===== config.mk =====
export PLATFORM = sky130hd
export DESIGN_NAME = fnd_scan_ctrl
export DESIGN_NICKNAME = d
export VERILOG_FILES = /design/src/rtl/fnd_scan_ctrl.sv
export SDC_FILE = /design/constraint.sdc
export NUM_CORES = 1
export LEC_CHECK = 0
export BUFFER_PORTS_ARGS = -buffer_cell sky130_fd_sc_hd__buf_2
export CORE_UTILIZATION = 30
export CTS_CLUSTER_SIZE = 14
export DETAILED_ROUTE_END_ITERATION = 8
export HOLD_SLACK_MARGIN = 0.02
export PLACE_DENSITY = 0.58
export SYNTH_ARGS = -nofsm -noshare
export SYNTH_HDL_FRONTEND = slang
export SYNTH_SLANG_ARGS = --single-unit

===== constraint.sdc =====
create_clock -name clk -period 6.5 [get_ports clk]
set_input_delay 0.65 -clock clk [delete_from_list [all_inputs] [get_ports clk]]
set_output_delay 0.65 -clock clk [all_outputs]
set_load 0.005 [all_outputs]

===== src/rtl/fnd_scan_ctrl.sv =====
// Multiplexed N-digit seven-segment scan controller with frame-synchronous data loading.
// Latency: all outputs are registered; a new digit appears 1 clk after the index moves. A load reaches the display at the next frame.
// Backpressure: none. i_load is always accepted, and the last load before a frame wrap wins.
//
// Ports:
//   clk, rst_n   system clock, asynchronous active-low reset
//   i_bcd        packed BCD, digit k at [4k+3:4k], digit 0 rightmost
//   i_dp         decimal point per digit (1 = lit)
//   i_blink      blink mask per digit
//   i_lzb        leading-zero blanking enable (used live, not captured)
//   i_load       capture request for i_bcd / i_dp / i_blink into the pending buffer
//   o_seg        segments {a,b,c,d,e,f,g}, polarity per SEG_ACTIVE_LOW
//   o_seg_dp     decimal point, polarity per SEG_ACTIVE_LOW
//   o_seg_enb    one-hot digit select, polarity per ENB_ACTIVE_LOW
//   o_frame      one-cycle pulse coincident with the first digit-0 slot of a frame
module fnd_scan_ctrl #(
  parameter int DIGITS         = 6,
  parameter int SCAN_DIV       = 50000,
  parameter int BLINK_TICKS    = 500,
  parameter bit SEG_ACTIVE_LOW = 1'b0,
  parameter bit ENB_ACTIVE_LOW = 1'b1
) (
  input  logic                  clk,
  input  logic                  rst_n,
  input  logic [4*DIGITS-1:0]   i_bcd,
  input  logic [DIGITS-1:0]     i_dp,
  input  logic [DIGITS-1:0]     i_blink,
  input  logic                  i_lzb,
  input  logic                  i_load,
  output logic [6:0]            o_seg,
  output logic                  o_seg_dp,
  output logic [DIGITS-1:0]     o_seg_enb,
  output logic                  o_frame
);

  // Counter widths. SCAN_DIV >= 2 always gives at least one prescaler bit.
  // The other two counters are floored at one bit.
  localparam int PW = (SCAN_DIV > 1) ? $clog2(SCAN_DIV) : 1;
  localparam int IW = (DIGITS > 1) ? $clog2(DIGITS) : 1;
  localparam int BW = (BLINK_TICKS > 1) ? $clog2(BLINK_TICKS) : 1;

  localparam logic [PW-1:0] PRESC_MAX = PW'(SCAN_DIV - 1);
  localparam logic [IW-1:0] IDX_MAX   = IW'(DIGITS - 1);
  localparam logic [BW-1:0] BLINK_MAX = BW'(BLINK_TICKS - 1);

  // Inactive levels. XOR with these converts active-high internal values to pin polarity.
  localparam logic [6:0]        SEG_OFF = SEG_ACTIVE_LOW ? 7'h7F : 7'h00;
  localparam logic              DP_OFF  = SEG_ACTIVE_LOW;
  localparam logic [DIGITS-1:0] ENB_OFF = ENB_ACTIVE_LOW ? {DIGITS{1'b1}} : {DIGITS{1'b0}};

  logic [PW-1:0]         presc;
  logic [IW-1:0]         idx;
  logic [BW-1:0]         blink_cnt;
  logic                  blink_phase;
  logic                  tick;
  logic                  wrap;
  logic                  wrap_q;

  logic [4*DIGITS-1:0]   pend_bcd;
  logic [DIGITS-1:0]     pend_dp;
  logic [DIGITS-1:0]     pend_blink;
  logic                  pend_vld;

  logic [4*DIGITS-1:0]   act_bcd;
  logic [DIGITS-1:0]     act_dp;
  logic [DIGITS-1:0]     act_blink;

  logic [3:0]            cur_bcd;
  logic                  cur_dp;
  logic                  cur_blink;
  logic                  upper_zero;
  logic                  lz_blank;
  logic                  blank;
  logic [6:0]            seg_raw;
  logic                  dp_raw;
  logic [DIGITS-1:0]     enb_hot;

  // Active-high segment pattern {a..g}. Codes 10..15 show a dash.
  function automatic logic [6:0] seg_decode(input logic [3:0] bcd);
    logic [6:0] s;
    case (bcd)
      4'd0:    s = 7'b1111110;
      4'd1:    s = 7'b0110000;
      4'd2:    s = 7'b1101101;
      4'd3:    s = 7'b1111001;
      4'd4:    s = 7'b0110011;
      4'd5:    s = 7'b1011011;
      4'd6:    s = 7'b1011111;
      4'd7:    s = 7'b1110000;
      4'd8:    s = 7'b1111111;
      4'd9:    s = 7'b1110011;
      default: s = 7'b0000001;
    endcase
    return s;
  endfunction

  // Scan timing: prescaler -> digit index -> blink counter.
  assign tick = (presc == PRESC_MAX);
  assign wrap = tick && (idx == IDX_MAX);

  always_ff @(posedge clk or negedge rst_n) begin
    if (!rst_n) begin
      presc <= '0;
    end else if (tick) begin
      presc <= '0;
    end else begin
      presc <= presc + PW'(1);
    end
  end

  always_ff @(posedge clk or negedge rst_n) begin
    if (!rst_n) begin
      idx <= '0;
    end else if (tick) begin
      idx <= (idx == IDX_MAX) ? '0 : idx + IW'(1);
    end
  end

  always_ff @(posedge clk or negedge rst_n) begin
    if (!rst_n) begin
      blink_cnt   <= '0;
      blink_phase <= 1'b0;
    end else if (tick) begin
      if (blink_cnt == BLINK_MAX) begin
        blink_cnt   <= '0;
        blink_phase <= ~blink_phase;
      end else begin
        blink_cnt <= blink_cnt + BW'(1);
      end
    end
  end

  // Double buffer. The active set only changes on a frame wrap, so a frame never mixes old and new data.
  // When a load lands on the wrap itself, the previous pending set is promoted first.
  // The new data then stays pending, so pend_vld remains set.
  always_ff @(posedge clk or negedge rst_n) begin
    if (!rst_n) begin
      pend_bcd   <= '0;
      pend_dp    <= '0;
      pend_blink <= '0;
      pend_vld   <= 1'b0;
      act_bcd    <= '0;
      act_dp     <= '0;
      act_blink  <= '0;
    end else begin
      if (wrap && pend_vld) begin
        act_bcd   <= pend_bcd;
        act_dp    <= pend_dp;
        act_blink <= pend_blink;
        pend_vld  <= 1'b0;
      end
      if (i_load) begin
        pend_bcd   <= i_bcd;
        pend_dp    <= i_dp;
        pend_blink <= i_blink;
        pend_vld   <= 1'b1;
      end
    end
  end

  // Select the current digit and work out leading-zero status in one pass from the most significant digit down.
  // upper_zero is true while every digit from k up to the top is zero.
  always_comb begin
    cur_bcd    = 4'd0;
    cur_dp     = 1'b0;
    cur_blink  = 1'b0;
    upper_zero = 1'b1;
    lz_blank   = 1'b0;
    enb_hot    = '0;
    for (int k = DIGITS - 1; k >= 0; k--) begin
      upper_zero = upper_zero && (act_bcd[4*k +: 4] == 4'd0);
      if (idx == IW'(k)) begin
        cur_bcd    = act_bcd[4*k +: 4];
        cur_dp     = act_dp[k];
        cur_blink  = act_blink[k];
        lz_blank   = (k != 0) && upper_zero;
        enb_hot[k] = 1'b1;
      end
    end
  end

  always_comb begin
    blank   = (i_lzb && lz_blank) || (blink_phase && cur_blink);
    seg_raw = blank ? 7'b0000000 : seg_decode(cur_bcd);
    dp_raw  = cur_dp && !blank;
  end

  // Output stage. Registering the digit select together with the segments keeps them aligned.
  // o_frame is delayed by two flops so it lines up with the first registered digit-0 slot of the new frame.
  always_ff @(posedge clk or negedge rst_n) begin
    if (!rst_n) begin
      o_seg     <= SEG_OFF;
      o_seg_dp  <= DP_OFF;
      o_seg_enb <= ENB_OFF;
      wrap_q    <= 1'b0;
      o_frame   <= 1'b0;
    end else begin
      o_seg     <= seg_raw ^ SEG_OFF;
      o_seg_dp  <= dp_raw ^ DP_OFF;
      o_seg_enb <= enb_hot ^ ENB_OFF;
      wrap_q    <= wrap;
      o_frame   <= wrap_q;
    end
  end

endmodule


==> results of run 1 <==
-- how the worst max path moves through the flow --
stage                     slack [ns]            endpoint  cells after the start
final                           3.00  o_seg[3]$_DFF_PN0_                      8
after global routing            2.74  o_seg[3]$_DFF_PN0_                      9
after CTS                       3.02  o_seg[3]$_DFF_PN0_                      8
after detailed placement        3.03  o_seg[3]$_DFF_PN0_                      8
after global placement          3.26  o_seg[3]$_DFF_PN0_                      8
after floorplan                 3.50  o_seg[3]$_DFF_PN0_                     13
-- state kept, by name, summed over array words and instances (netlist names), 3 cells and up --
signal      flops
o_seg           7
pend_blink      6
o_seg_enb       6
blink_cnt       9
act_bcd        24
pend_dp         6
pend_bcd       24
presc          16
idx             3
act_blink       6
act_dp          6
-- where the power goes --
| part | total [µW] | switching, µW | internal (µW) |
|---|---|---|---|
| Sequential | 771 | 12.7 | 758 |
| Combinational | 54.9 | 26.1 | 28.8 |
| Clock | 916 | 334 | 582 |
-- critical path: stages, from the launching register on --
cell and delay, ns:
dfrtp_1 0.92, and2_1 0.28, ha_1 0.35, or3b_2 0.24, nor2_1 0.06, o21ai_0 0.57
ha_1 0.30, or3b_1 0.38, a311oi_1 0.28
-- kinds of logic (layout without fill, tap and decap cells) --
kind of cell / Yosys count / after routing
muxes: 85 / 85
DFF: 118 / 118
and+or+nand+nor: 112 / 112
buffers and inverters: 37 / 103
AOI/OAI and AO/OA: 45 / 45
xor gates and xnor gates: 20 / 20
adders and majority gates: 8 / 8
-- metrics by stage --
stage | utilization | instance area, µm²
after CTS | 0.368 | 6360
after global routing | 0.368 | 6360
after detailed placement | 0.334 | 5770
final | 0.368 | 6360
after global placement | 0.334 | 5770
after floorplan | - | 5320
-- routing by layer --
metal / vias up / global-route usage
met5: - / 0
met4: 0 / 0.0637
met3: 16 / 0.0405
met2: 74 / 0.203
met1: 1689 / 0.171
li1: 1631 / -
-- area by class of cell --
type | count | area [µm²]
timing repair buffer | 56 | 288
fill | 1724 | 10900
multi-input combinational | 270 | 2190
inverter | 15 | 56.3
clock inverter | 12 | 128
sequential | 118 | 2960
clock buffer | 20 | 457
tap | 225 | 282
-- cells in the final DEF, fill, tap and decap left out, drive strengths merged, types with 4 or more instances in the layout --
cell type / count
clkinvlp: 4
dfrtp: 112
xor2: 13
mux2i: 7
inv: 16
xnor2: 7
nand2: 20
dfstp: 6
o21ai: 11
mux2: 78
buf: 56
ha: 8
a311oi: 4
nor4: 6
nand3b: 7
nor2: 23
nand3: 15
a211oi: 4
a21oi: 6
and2: 5
clkinv: 5
clkbuf: 20
nand4: 7
==> metrics list, run 1 <==
* Antenna violations before repair: 0
* Synthesized flop and latch total: 118
- Setup repair after global routing left no endpoint under its margin.
- TritonCTS built the clock tree.
- Of the total synthesized cell area, the portion taken by AND, OR, NAND and NOR gates is 0.121.
- Required time worst endpoint: 6.81 ns
- The initial utilization of the core area, before any placement, comes to 0.307.
- From left edge to right edge, the die measures 135 µm.
- Count of non-filler cells in the finished layout: 716
- Peak Freq: 286 MHz
- After floorplanning, the core was divided into 48 placement rows.
- For this block, the via count after detailed routing is 3,410.
- After synthesis, the share of flip-flops with an asynchronous set or reset is 1.00.
- WS Path Type: register to register
- Of all nets on the critical path, the largest fanout is 27.
- Gate count after technology mapping: 425
* Most frequent cell after synthesis: dfrtp_1
- After synthesis, the largest family of logic cells by area is multiplexers.
* Total CTS buffers: 17
- By area the synthesized netlist is led by dfrtp_1 (53%), mux2_2 (10%), mux2_1 (6.4%).
- The path class of the tightest hold or removal check is input pin to asynchronous set/reset pin.
- The routed design has 11,000 µm of wire.
* Worst vdd ir: 0.166 mV
- Count of flip-flops with a built-in enable after synthesis: 0
- The tool flagged a number of max-cap violations equal to 0.
* Total count of hold-check failures in the final report: 0
- 55 I/O pins were placed.
- Clock Skew: 0.0149 ns
- Leading post-synthesis cells by instance count: dfrtp_1 (112), mux2_2 (48), mux2_1 (30)
* Warning count from the yosys run: 0
* Residual overflow from global routing: 0
- Once routing completed, OpenROAD measured the worst setup slack at 3.00 ns.
- Before CTS, the worst setup slack after placement is 3.03 ns.
- Dpl hpwl: 7650 µm
- Of the cells placed in the final design, the portion with a size suffix greater than 1 is 0.299.
- In this run the remaining antenna-violating nets after routing total 0.
- CTS built an H-tree with a depth of 4.
- Drc violations: 0
- In this run, the number of DRC markers left after iteration 0 of detailed routing was 152.
- The tightest hold path in the finished design has a slack of 0.269 ns.
* CTS Root Buffer Type: clkbuf_16
- Mapped Nets: 473
- Actual transition at the worst max-transition pin: 1.10 ns
- Antenna fix cells: 0
- In this run the standard cell core region covers 17,300 µm².
- After clock tree synthesis, the repair step resized 0 gates.
* Clk sinks: 118
* Final GP Congestion: 0.877
- After synthesis, the share of cell area in mux cells is 0.178.
* Area share of the largest cell type after synthesis: 0.527
* Wire length of the first global-routing pass: 18,300 µm
* Detail Route met3 WL: 502 µm
- Synthesized-area fraction occupied by adder cells: 0.0188
* Shortest clock period the worst path allows after layout: 3.50 ns
* Fin. max-slew vios: 0
* Routed via count divided by cell count: 4.76
- Launch instance of the worst register-to-register path: idx[0]$_DFFE_PN0N_
* Routed length on met1: 5140 µm
- Max-Slew Margin vs Limit: 0.260
- In this run the critical register-to-register path is captured at o_seg[3]$_DFF_PN0_.
* Worst Reg2Reg Path Length in Cells: 8
- Final Cycle Share: 0.538
- The flow ran to the end, and the final reports show no timing, DRC or antenna violations.
- Floorplan die area: 18,300 µm²
- In the global route stage, overall resource usage came out at 0.133.
* Biggest area consumer among synthesized cells: dfrtp_1
- Largest net degree at the start of global routing: 61
* Area growth from synthesis to layout: 19.6%
- For this design the static power due to leakage is 0.00288 µW.
* Compound-cell area share of the yosys netlist: 0.0605
* Net count, final: 526
- Xor-xnor portion of the synthesized cell area: 0.0330
- Number of hold-repair buffers added at the cts stage: 0
- The number of placed instances, taps included, is 684.
- The first detailed-routing pass ran for 4 iterations.
- In this run the worst setup path begins at idx[0]$_DFFE_PN0N_.
- The number of setup buffers added after CTS is 0.
- Endpoint class of the critical path: register
- Nature of the critical path startpoint: register
- After detailed routing, the average wire length per cell comes to 15.3 µm.
* Synth Flop Type: dfrtp_1
* Cell area after synthesis: 5320 µm²
* DR WL met2: 5110 µm
- Post-layout power: 1740 µW
* Top layer in use: met4
- Summed over all failing endpoints, the final setup total negative slack is 0 ns.
- Average footprint of a synthesized cell: 12.5 µm²
- Distinct cell type count after synthesis: 55
- Setup slack of the most critical reg-to-reg path: 3.00 ns
- Maximum clock insertion buffer count: 2
- Power per standard cell area: 274 nW/µm²
* Vias in the first global route: 3,512
- Clock transition at the registers of the reported paths: 0.06 ns
- The later pin in the worst-skew pair is clocked with a latency of 0.42 ns.
- Die height: 135 µm
- Port Buf Inserts: 54
- Arrival time of data at the critical path endpoint: 3.81 ns
- Sequential share of the synthesized area: 0.557
- Setup-violating endpoint count in the final report: 0
(Power assumes the default switching activity.)
==> run 2: changes to the inputs <==
Settings changed: ABC_AREA set to 1, PLACE_DENSITY 0.58 to 0.6.
Clock period 6.5 ns to 2.8 ns, I/O delays scaled along.
==> run 2 against run 1 <==
Effect of this change: synthesized cell count rose by 43%; cell count up 27%; critical endpoint is now o_seg[5]$_DFF_PN0_; largest power group unchanged; sequential share of layout area is 0.97 points lower.
==> metrics list, run 2 <==
* Antenna violations before repair: 0
- Of all nets on the critical path, the largest fanout is 10.
- The clock passes through at most 2 buffers.
- Most frequent cells in the layout: nand2_1 (147), dfrtp_1 (112), inv_1 (72)
- Of the total power, registers draw 0.428.
- Shortest clock period the worst path allows after layout: 2.48 ns
- Required time worst endpoint: 3.09 ns
* Wire length of the first global-routing pass: 19,400 µm
- Total count of hold-check failures in the final report: 0
- Max-Slew Margin vs Limit: 0.596
- Summing every instance area after synthesis gives 5340 µm².
- Number of filler cells placed in the layout: 1,785
- Drc violations: 0
* GRT Resource Usage Total: 0.139
- Switching share of total power: 0.205
* Distinct cell type count after synthesis: 39
- After the last flow step, the layout net total stands at 717.
- Post-route antenna net violation count: 0
* Site row count: 48
- P_leak: 0.00320 µW
* Count of H-tree levels built during CTS: 4
* Width of the die: 135 µm
- Routed wire length: 11,300 µm
- Area growth from synthesis to layout: 21.6%
- Biggest area consumer among synthesized cells: dfrtp_1
- Final GP Congestion: 0.819
- Worst Reg2Reg Path Length in Cells: 15
- The path with the worst hold slack has its endpoint at pend_blink[0]$_DFFE_PN0P_.
- Setup-violating endpoint count in the final report: 0
- The total count of max-transition violations in the final report is 0.
- Biggest regs: act_bcd: 24 flops, pend_bcd: 24 flops, presc: 16 flops
- Average wire length per cell after detail routing: 12.5 µm
* Antenna fix cells: 0
- Worst Min Path Start: i_blink[0]
- The pre-antenna-repair detailed-routing pass consisted of 4 iterations.
- Routed via count divided by cell count: 4.44
* Mapped Nets: 654
- Core box area: 17,400 µm²
- Detail Route met3 WL: 503 µm
* Quantity of gates resized following cts: 0
- In this run the critical register-to-register path is launched from idx[1]$_DFFE_PN0N_.
- Reg2reg end: o_seg[5]$_DFF_PN0_
- Power spread over the standard cell area amounts to 637 nW/µm².
* Cell Count Post-Placement: 874
* Routed length on met1: 5820 µm
* Min-delay worst type: input pin to register
* Ports placed on the boundary: 55
* MaxCap Viol Count: 0
- Count of non-filler cells in the finished layout: 906
- Count of flip-flops with a built-in enable after synthesis: 0
- In the final layout, the share of cells above drive strength 1 is 0.181.
- Synth Flop Type: dfrtp_1
- Port Buf Inserts: 54
- Average footprint of a synthesized cell: 8.81 µm²
* Hold path cells: 3
* Clock Skew: 0.0141 ns
- Switching power: 849 µW
- Synthesized flop and latch total: 118
- After synthesis, the share of flip-flops with an asynchronous set or reset is 1.00.
* Internal portion of total power: 3290 µW
* DR WL met2: 4840 µm
* Floorplan die area: 18,300 µm²
- Share of total power in combinational logic: 0.034
* Insertion delay of the later-clocked pin in the worst-skew pair: 0.42 ns
- Via count: 4,027
- Nature of the critical path startpoint: register
- The cell count after synthesis came out at 606.
- TritonCTS built the clock tree.
- Residual overflow from global routing: 0
- By startpoint and endpoint, the worst setup path is classified as register to register.
- Sequential share of the synthesized area: 0.555
- The most common cell in the synthesized netlist is nand2_1.
* Setup slack of the most critical reg-to-reg path: 0.32 ns
- Initial DRC Count: 238
* Area share of the largest cell type after synthesis: 0.525
- CTS Root Buffer Type: clkbuf_16
- Setup repair after global routing left no endpoint under its margin.
* Peak Freq: 404 MHz
- Dpl hpwl: 8100 µm
- By area the synthesized netlist is led by dfrtp_1 (53%), nand2_1 (10%), o21ai_0 (6.0%).
- Yosys printed 0 warnings.
- Die height: 135 µm
* Arrival time of data at the critical path endpoint: 2.77 ns
- Of the total power, the clock network draws 0.538.
- After routing, the total negative slack on setup checks comes to 0 ns.
- Final Cycle Share: 0.885
* Top layer in use: met4
- Largest net degree at the start of global routing: 59
- Actual transition at the worst max-transition pin: 0.606 ns
- Leading post-synthesis cells by instance count: nand2_1 (147), dfrtp_1 (112), inv_1 (72)
- Clock tree synthesis inserted a total of 17 buffers.
- Clock-pin slew was measured on the worst setup and hold paths at 0.05 ns.
- Worst vdd ir: 0.421 mV
* Vias in the first global route: 3,928
- For this design, the sink count on the clock tree is 118.
- The run finished with clean final reports.
- Most common cell after layout, fill and taps aside: nand2_1
- Endpoint class of the critical path: register
* Starting Density: 0.308
## run 2: cell count changes after synthesis, sizes merged, moves of 5 or more
| cell | delta |
|---|---|
| and2 | -5 |
| mux2 | -71 |
| nand3b | -5 |
| mux2i | -7 |
| nor2 | +14 |
| nand3 | +19 |
| nand2 | +132 |
| inv | +61 |
| o21ai | +76 |
| nor3 | +10 |
| a21oi | +14 |
## run 2: cells by family after synthesis
kind of cell | after synthesis | synth area share
adder cells (fa/ha/maj) | 8 | 0.0188
AO/OA/AOI/OAI | 112 | 0.108
AND/OR/NAND/NOR | 252 | 0.207
XOR/XNOR | 12 | 0.0197
multiplexers | 7 | 0.0148
buffers and inverters | 97 | 0.0778
flip-flops | 118 | 0.555
## run 2: power by group through the flow
| stage | combinational, µW | clock, µW | sequential, µW |
|---|---|---|---|
| after floorplan | 59.5 | 0 | 1790 |
| after CTS | 149 | 2270 | 1770 |
| after detailed placement | 147 | 0 | 1800 |
| after global placement | 144 | 0 | 1800 |
| after global routing | 169 | 2340 | 1770 |
| final | 142 | 2230 | 1770 |
## run 2: worst max-delay path by stage
stage,depth (start not counted),endpoint,from
after floorplan,15,o_seg[5]$_DFF_PN0_,idx[2]$_DFFE_PN0N_
after detailed placement,15,o_seg[5]$_DFF_PN0_,idx[1]$_DFFE_PN0N_
after global routing,15,o_seg[6]$_DFF_PN0_,idx[1]$_DFFE_PN0N_
final,15,o_seg[5]$_DFF_PN0_,idx[1]$_DFFE_PN0N_
after global placement,15,o_seg[5]$_DFF_PN0_,idx[1]$_DFFE_PN0N_
after CTS,15,o_seg[6]$_DFF_PN0_,idx[1]$_DFFE_PN0N_
## run 2: worst max-delay path, stage by stage (launching register included)
cell	delay [ns]
dfrtp_1	0.52
nand2_1	0.09
inv_1	0.06
ha_1	0.25
clkinv_1	0.27
nand2_1	0.14
nand3_1	0.08
nand2_1	0.07
nand2_1	0.05
nand2_1	0.15
inv_1	0.10
ha_1	0.28
nor2_1	0.14
nand2_1	0.06
nand2_1	0.06
nor2_1	0.04
## run 2: cell type report
class,instances,area [µm²],share of cell area
clock buffer,22,484,0.0746
clock inverter,9,124,0.0191
inverter,78,300,0.0463
multi-input combinational,391,1960,0.302
sequential,118,2960,0.456
tap,225,282,0.0434
timing repair buffer,63,380,0.0586
## run 2: what timing repair did
action,in CTS,in global routing
endpoints found under the hold margin,35,0
buffers inserted,0,0
hold buffers,1,0
## run 2: layer usage
| metal | global-route usage | up-vias |
|---|---|---|
| li1 | - | 2078 |
| met1 | 0.196 | 1849 |
| met2 | 0.196 | 84 |
| met3 | 0.0378 | 16 |
| met4 | 0.0643 | 0 |
| met5 | 0 | - |
## run 2: metrics by stage
stage          instance area, µm²  hold slack [ns]  total power, µW  worst slack [ns]   util
6_report                     6490           0.0646             4140             0.323  0.374
5_1_grt                      6490           0.0679             4290            0.0294  0.374
4_1_cts                      6490           0.0562             4180             0.352  0.374
3_5_place_dp                 5870            0.307             1950             0.359  0.338
3_3_place_gp                 5870            0.308             1940             0.394  0.338
2_1_floorplan                5340          -0.0156             1850             0.664      -
==> run 3: changes to the inputs <==
Settings changed: CORE_MARGIN set to 10.
==> run 3 against run 2 <==
Effect of this change: via count up 0.67%; fmax up 5.2%; critical path depth unchanged; flip-flop and latch count unchanged; clock power down 5%; global-route usage down 3.3 points; cell count up 0.66%; die area up 28%; worst setup slack better by 0.12 ns; non-clock buffer count up 4; register-to-register slack better by 0.12 ns; wire length up 5.5%; highest routed layer unchanged.
==> metrics list, run 3 (synthesized netlist as in run 2, its figures left out) <==
- The flow ran to the end, and the final reports show no timing, DRC or antenna violations.
- Area growth from synthesis to layout: 21.5%
* Residual overflow from global routing: 0
- The min-delay analysis places its worst path in the category input pin to register.
* Site row count: 48
* Most common cell after layout, fill and taps aside: nand2_1
- Arrival time of data at the critical path endpoint: 2.68 ns
- Clock transition at the registers of the reported paths: 0.06 ns
* Insertion delay of the later-clocked pin in the worst-skew pair: 0.42 ns
- WS Path Type: register to register
- Max-Slew Margin vs Limit: 0.533
* Number of filler cells placed in the layout: 1,791
* Count of H-tree levels built during CTS: 4
- Summed over all nets, the half-perimeter wirelength after detailed placement is 8700 µm.
- Timing would allow up to 425 MHz.
- Via count: 4,054
- Clk sinks: 118
- Register cell area after layout: 2960 µm²
- Combined area of the multi-input logic cells: 1960 µm²
* Most frequent cells in the layout: nand2_1 (147), dfrtp_1 (112), inv_1 (72)
* Setup repair after global routing missed its margin: false
- Across the run, the number of max-cap violations was 0.
- Summed over all layers, the routed wires come to 11,900 µm.
- Antenna violations before repair: 0
* Ports placed on the boundary: 55
- The die covers 23,500 µm².
- Power comes to 4030 µW.
- In this run the static leakage power is 0.00317 µW.
- The worst setup path is captured at a register.
- Actual transition at the worst max-transition pin: 0.700 ns
- The cell sitting at the root of the clock tree is a clkbuf_16.
* Vias in the first global route: 4,100
- Adding up every negative setup slack in the final design gives 0 ns.
* Power per standard cell area: 621 nW/µm²
- Buffers placed on the I/O ports in this run total 54.
- Clock skew on the completed layout was measured at 0.0102 ns.
- Clock tree from TritonCTS: done
- The total count of max-transition violations in the final report is 0.
- Maximum clock insertion buffer count: 2
- Initial DRC Count: 215
- CP Max Fanout: 10
* Largest net degree at the start of global routing: 54
* Die height: 153 µm
- Ratio of cells with drive above 1 in the final layout: 0.187
* Post-route antenna net violation count: 0
- Across the VDD grid, the largest voltage drop is 0.441 mV.
- Setup violations remaining at the end of the flow were counted as 0.
* Biggest regs: act_bcd: 24 flops, pend_bcd: 24 flops, presc: 16 flops
- Routability-driven placement finished with a final weighted congestion of 0.894.
- The first detailed-routing pass ran for 7 iterations.
* Total count of hold-check failures in the final report: 0
* Starting Density: 0.308
* Nature of the critical path startpoint: register
- Shortest clock period the worst path allows after layout: 2.35 ns
- In this run the standard cell core region covers 17,400 µm².
* Final Cycle Share: 0.841
- GRT Resource Usage Total: 0.106
* Drc violations: 0
- In this run the post-CTS setup repair buffer count came out at 0.
- From left edge to right edge, the die measures 153 µm.
- Net count, final: 721
- Wire length of the first global-routing pass: 20,400 µm
- Required time worst endpoint: 3.13 ns
- Once routing completed, OpenROAD measured the worst setup slack at 0.445 ns.
- Post-placement setup slack: 0.450 ns
- Average wire length per cell after detail routing: 13.1 µm
- Routed via count divided by cell count: 4.45
- Total CTS buffers: 17
==> run 3: path summary, 6_finish.rpt <==
| path | end | cells past startpoint | start | slack [ns] |
|---|---|---|---|---|
| worst max-delay path | o_seg[6]$_DFF_PN0_ | 15 | idx[0]$_DFFE_PN0N_ | 0.45 |
| worst min-delay path | pend_bcd[4]$_DFFE_PN0P_ | 3 | i_bcd[4] | 0.07 |
| worst max register to register | o_seg[6]$_DFF_PN0_ | 15 | idx[0]$_DFFE_PN0N_ | 0.45 |
| worst min register to register | o_frame$_DFF_PN0_ | 0 | wrap_q$_DFF_PN0_ | 0.35 |
| max in group asynchronous | o_seg_enb[3]$_DFF_PN1_ | 3 | rst_n | 1.52 |
| min in group asynchronous | presc[12]$_DFF_PN0_ | 2 | rst_n | 0.45 |
==> run 3: metal layers <==
layer | GRT usage | share of wire | up-vias
li1 | - | - | 2098
met1 | 0.140 | 0.50 | 1864
met2 | 0.157 | 0.44 | 79
met3 | 0.0370 | 0.050 | 13
met4 | 0.0360 | 0.013 | 0
met5 | 0 | 0 | -
==> run 3: worst max-delay path, cell delays in order, from the launching register on <==
cell,delay [ns]
dfrtp_1,0.60
nand2_1,0.09
inv_1,0.07
ha_1,0.24
clkinv_1,0.13
nand2_1,0.08
nand3_1,0.07
nand3_1,0.08
nand2_1,0.06
nand2_1,0.16
inv_1,0.08
ha_1,0.19
nand3b_1,0.17
nand3_1,0.10
nand2_1,0.05
nor2_1,0.11
==> run 3: power by group <==
part	internal [µW]	leakage (µW)	switching [µW]
clock	1310	0.000273	803
combinational	51.7	0.00139	89.2
sequential	1750	0.00151	14.9
total	3120	0.00317	907
==> run 3: area by class of cell <==
cell class / instances / share of cell area
repair buffers: 67 / 0.0613
multi-input cells: 391 / 0.302
flip-flops and latches: 118 / 0.456
diodes: 1 / 0.000386
inverters: 78 / 0.0463
well taps: 225 / 0.0434
clock buffers: 18 / 0.0662
clock inverters: 14 / 0.0235
==> run 3: timing repair <==
item | 4_1_cts | 5_1_grt
gates resized for setup | 0 | 0
endpoints found under the hold margin | 47 | 0
hold buffers | 1 | 0
==> run 3: per-stage QoR <==
| step | utilization | area [µm²] | hold slack (ns) | std cells |
|---|---|---|---|---|
| after floorplan | - | 5340 | -0.0156 | 606 |
| after global placement | 0.339 | 5890 | 0.334 | 878 |
| after detailed placement | 0.339 | 5890 | 0.336 | 878 |
| after CTS | 0.374 | 6480 | 0.0503 | 911 |
| after global routing | 0.374 | 6480 | 0.0626 | 911 |
| final | 0.374 | 6490 | 0.0650 | 912 |
